### src/rtl/input_conditioner.sv
// input_conditioner
//   Per-channel conditioning of asynchronous raw inputs: a synchronizer chain,
//   a debouncer that accepts a new level only after it has persisted for
//   DEBOUNCE_CYCLES consecutive cycles, registered edge pulses and a sticky
//   request flag.
//
// Ports
//   clock    rising-edge clock for every flop
//   Reset_n  synchronous active-low reset; clears all state, overrides din/clr
//   din      [N_CH] asynchronous raw inputs
//   clr      [N_CH] synchronous clear of pending, per channel
//   level    [N_CH] debounced, synchronized level
//   rise     [N_CH] one-cycle pulse on an accepted 0->1 of level
//   fall     [N_CH] one-cycle pulse on an accepted 1->0 of level
//   pending  [N_CH] sticky flag set by rise, cleared by clr (set wins)

// One channel; every output is a flop, so nothing from din/clr reaches an
// output combinationally.
module input_conditioner_lane #(
    parameter int SYNC_STAGES     = 2,
    parameter int DEBOUNCE_CYCLES = 4
) (
    input  logic clock,
    input  logic Reset_n,
    input  logic din,
    input  logic clr,
    output logic level,
    output logic rise,
    output logic fall,
    output logic pending
);
    localparam int             CW       = $clog2(DEBOUNCE_CYCLES + 1);
    localparam logic [CW-1:0]  CNT_LAST = CW'(DEBOUNCE_CYCLES - 1);
    localparam logic [CW-1:0]  CNT_ONE  = CW'(1);

    logic [SYNC_STAGES-1:0] sync_q;
    logic [CW-1:0]          cnt_q;
    logic                   s;
    logic                   mismatch;
    logic                   accept;

    assign s        = sync_q[SYNC_STAGES-1];
    assign mismatch = (s != level);
    // Mismatch has now persisted DEBOUNCE_CYCLES edges in a row (this one included).
    assign accept   = mismatch && (cnt_q == CNT_LAST);

    always_ff @(posedge clock) begin
        if (!Reset_n) begin
            sync_q  <= '0;
            cnt_q   <= '0;
            level   <= 1'b0;
            rise    <= 1'b0;
            fall    <= 1'b0;
            pending <= 1'b0;
        end else begin
            sync_q <= {sync_q[SYNC_STAGES-2:0], din};

            // Any return to match restarts the count; acceptance also restarts it.
            if (!mismatch || accept)
                cnt_q <= '0;
            else
                cnt_q <= cnt_q + CNT_ONE;

            if (accept)
                level <= s;

            rise    <= accept &  s;
            fall    <= accept & ~s;
            // Set takes priority over clear so a request arriving with clr is kept.
            pending <= (accept & s) | (pending & ~clr);
        end
    end
endmodule

module input_conditioner #(
    parameter int N_CH            = 4,
    parameter int SYNC_STAGES     = 2,
    parameter int DEBOUNCE_CYCLES = 4
) (
    input  logic            clock,
    input  logic            Reset_n,
    input  logic [N_CH-1:0] din,
    input  logic [N_CH-1:0] clr,
    output logic [N_CH-1:0] level,
    output logic [N_CH-1:0] rise,
    output logic [N_CH-1:0] fall,
    output logic [N_CH-1:0] pending
);
    for (genvar ch = 0; ch < N_CH; ch++) begin : g_ch
        input_conditioner_lane #(
            .SYNC_STAGES     (SYNC_STAGES),
            .DEBOUNCE_CYCLES (DEBOUNCE_CYCLES)
        ) u_lane (
            .clock   (clock),
            .Reset_n (Reset_n),
            .din     (din[ch]),
            .clr     (clr[ch]),
            .level   (level[ch]),
            .rise    (rise[ch]),
            .fall    (fall[ch]),
            .pending (pending[ch])
        );
    end
endmodule

### config.mk
export PLATFORM = sky130hd
export DESIGN_NAME = input_conditioner
export DESIGN_NICKNAME = d
export VERILOG_FILES = /design/src/rtl/input_conditioner.sv
export SDC_FILE = /design/constraint.sdc
export NUM_CORES = 1
export LEC_CHECK = 0
export CAP_MARGIN = 5
export CELL_PAD_IN_SITES_DETAIL_PLACEMENT = 1
export CELL_PAD_IN_SITES_GLOBAL_PLACEMENT = 2
export CORE_UTILIZATION = 35
export CTS_BUF_LIST = sky130_fd_sc_hd__clkbuf_8 sky130_fd_sc_hd__clkbuf_16
export DETAILED_ROUTE_END_ITERATION = 7
export MAX_ROUTING_LAYER = met4
export PLACE_DENSITY = 0.78
export SYNTH_ARGS = -nofsm -noshare
export SYNTH_HDL_FRONTEND = slang
export SYNTH_SLANG_ARGS = --single-unit
### constraint.sdc
create_clock -name clock -period 1.85 [get_ports clock]
set_clock_uncertainty 0.2 [all_clocks]
set_input_delay 0.37 -clock clock [delete_from_list [all_inputs] [get_ports clock]]
set_output_delay 0.37 -clock clock [all_outputs]
set_load 0.01 [all_outputs]
==> summary.txt <==
Status
  – Outcome: completed

Placement
  – Cell Area, Placed: between 0.0015 and 0.002 mm2
  – DP HPWL: 1.47 mm
  – Port bufs: 25
  – DP Worst Slack: roughly 0.1 ns
  – Placer Congestion: about 0.7
  – Dpl cells: between 150 and 200

Logic synthesis
  – Adder-cell area share of the yosys netlist: 0.0731
  – Simple-gate area share of the yosys netlist: 0.201
  – Yosys reg bits: 36
  – Synth Area in XOR/XNOR: 0.0256
  – Area fraction in compound gates after synthesis: 0.0256
  – Mux cell area share after synthesis: 0.0292
  – Register area share after synthesis: 0.526
  – Post-Syn Nets: between 100 and 150
  – Largest family of logic cells by synthesized area: simple AND/OR/NAND/NOR gates
  – Synthesis Warnings: 0
  – Mapped Cells: between 100 and 150
  – Distinct cell type count after synthesis: 17
  – Syn Area/Cell: 11.1 um2
  – Cell area after synthesis: 0.00137 mm2

Final layout
  – Layout cell share with drive strength beyond 1: 0.123
  – Commonest non-fill, non-tap cell in the layout: dfxtp_1
  – Final std cells w/o fill: 186
  – Final core utilization: 0.453
  – Finished Cell Area: ~0.0017 mm2
  – Most frequent cells in the layout: 32 x dfxtp_1, 25 x clkdlybuf4s50_1
  – Ant. Diodes: 0
  – Layout Nets: 155
  – P&R area growth vs syn: 22.8%

Worst setup path
  – Crit start category: flip-flop
  – Max Fanout on Critical Path: 6
  – CP peak stage delay: ~0.56 ns
  – Slowest cell on the critical path: clkdlybuf4s50_1
  – Worst EP arrival: ~1.2 ns
  – CP Depth: 1
  – FF-to-FF path depth: 4
  – Endpoint class of the critical path: output pin
  – Setup CP Type: reg -> out
  – Crit-path leading delay family: buffers and inverters
  – Critical Path RT: around 1.3 ns
  – Sum of buffers and inverters on the critical path: 1
  – CP Cell Sequence: clkdlybuf4s50_1

Clocking
  – TritonCTS buffer count: 5
  – Worst-skew pair later-pin latency: about 0.28 ns
  – CTS tree: yes
  – Hold bufs inserted after CTS: 0
  – Htree depth: 2
  – Root buffer cell: clkbuf_8
  – CTS sink count: 36
  – Clock transition at path regs: approximately 0.07 ns
  – Max Root-Sink Buffers: 2

Run
  – Max-cap violations: 0

Timing
  – Final Critical Period: about 1.8 ns
  – Final-report setup violation count: 0
  – Max frequency: ~0.56 GHz
  – Endpoints failing hold: 0
  – Slew @ Worst Pin: 0.269 ns
  – Fin. max-slew vios: 0
  – Unrepaired setup endpoints after global routing: no
  – Final Cycle Share: 0.967
  – Relative slew margins: 0.818
  – TNS Setup: 0 ns
  – Worst setup slack after layout: 0.0611 ns

Drt
  – Via density per instance: 4.59
  – Routed Antenna Nets: 0
  – Routed wire length: 2.21 mm
  – Vias post-DR: 853
  – Drt first pass iters: 2
  – Remaining DRCs: 0
  – DRT iter0 DRCs: 25
  – Drt wl/cell: ~12 um

Hold path
  – Hold/Removal Path Class: reg -> reg
  – Hold depth: 1

Global route
  – Total Routing Usage GR: 0.124
  – Antenna violations before repair: 0
  – First-pass GRT wire length: between 3 and 4 mm
  – Largest net degree at the start of global routing: 33
  – Overflow left after global routing: 0
  – Vias in the first global route: between 800 and 900

Floorplanning
  – Die ar.: 0.00417 mm2
  – Core Footprint: 0.00372 mm2
  – Io pins: 26
  – Die boundary height: 64.6 um
  – Die width: between 60 and 70 um
  – Initial Utilization: 0.369
  – Row cnt: 22

Pwr
  – Power Internal: 1.22 mW
  – P per Cell Area: 902 mW/mm2
  – P_leak: between 0.5 and 0.6 nW
  – Switching pwr: around 0.3 mW
  – Register share of total power: 0.522
  – Comb power frac: 0.034
  – Sw frac: 0.198
  – Peak supply drop: slightly below 500 uV
  – Clock Power Share: 0.445
[flip-flops by register name, indices dropped and copies added (netlist names)]
signal and flops:
g_ch.u_lane.pending 4, g_ch.u_lane.level 4, g_ch.u_lane.fall 4, g_ch.u_lane.cnt_q 12, g_ch.u_lane.rise 4, g_ch.u_lane.sync_q 8
[synthesized netlist by cell type]
cell type | instances | area share
and2_1 | 8 | 0.037
and4bb_2 | 4 | 0.037
buf_2 | 1 | 0.0036
buf_4 | 16 | 0.088
clkbuf_1 | 1 | 0.0027
clkbuf_2 | 1 | 0.0036
dfxtp_1 | 36 | 0.53
ha_1 | 8 | 0.073
inv_1 | 8 | 0.022
mux2i_1 | 4 | 0.029
nand2_1 | 8 | 0.022
nor2b_1 | 4 | 0.018
nor3_1 | 4 | 0.015
nor3b_1 | 4 | 0.022
nor4b_1 | 8 | 0.051
o32ai_1 | 4 | 0.026
xnor2_1 | 4 | 0.026
[logic make-up after synthesis]
| family | count (synthesis) |
|---|---|
| AOI/OAI and AO/OA | 4 |
| and+or+nand+nor | 40 |
| DFF | 36 |
| adders and majority gates | 8 |
| buffers and inverters | 27 |
| muxes | 4 |
| xor gates and xnor gates | 4 |
[metrics by stage]
stage / hold slack (ns) / power [mW]
after global routing: 0.262 / 1.58
after CTS: 0.241 / 1.55
after global placement: 0.214 / 0.860
after floorplan: 0.207 / 0.832
after detailed placement: 0.220 / 0.862
final: 0.235 / 1.52
[final timing paths]
check | startpoint | slack [ns] | to
max reg2reg | g_ch[1].u_lane.cnt_q[0] | 0.40 | g_ch[1].u_lane.pending
min reg2reg | g_ch[2].u_lane.sync_q[0] | 0.24 | g_ch[2].u_lane.sync_q[1]
max | g_ch[0].u_lane.level | 0.06 | level[0]
min | g_ch[2].u_lane.sync_q[0] | 0.24 | g_ch[2].u_lane.sync_q[1]
[power groups by stage]
stage,clock network (mW),logic [mW],registers [mW]
after floorplan,0,0.0239,0.808
after global placement,0,0.0508,0.809
after detailed placement,0,0.0521,0.810
after CTS,0.701,0.0528,0.792
after global routing,0.725,0.0570,0.793
final,0.675,0.0514,0.792
[routing by layer]
metal  up-vias  share of wire  track usage
met5         -              0            -
met4         0          0.025       0.0750
met3         4          0.042       0.0423
met2        16           0.50        0.197
met1       405           0.43        0.132
li1        428              -            -
[cell type report]
class | instances | area, um2
clock buffer | 5 | 68.8
multi-input combinational | 60 | 485
fill | 409 | 2030
timing repair buffer | 26 | 270
clock inverter | 3 | 42.5
sequential | 36 | 726
inverter | 8 | 30.0
tap | 48 | 60.1
[repair_timing]
item | in CTS | in global routing
endpoints found under the setup margin | 4 | 0
setup buffers | 0 | 0
hold endpoints to repair | 0 | 0
gates resized for setup | 4 | 0
Note: power is estimated with default switching activity, not from simulation.
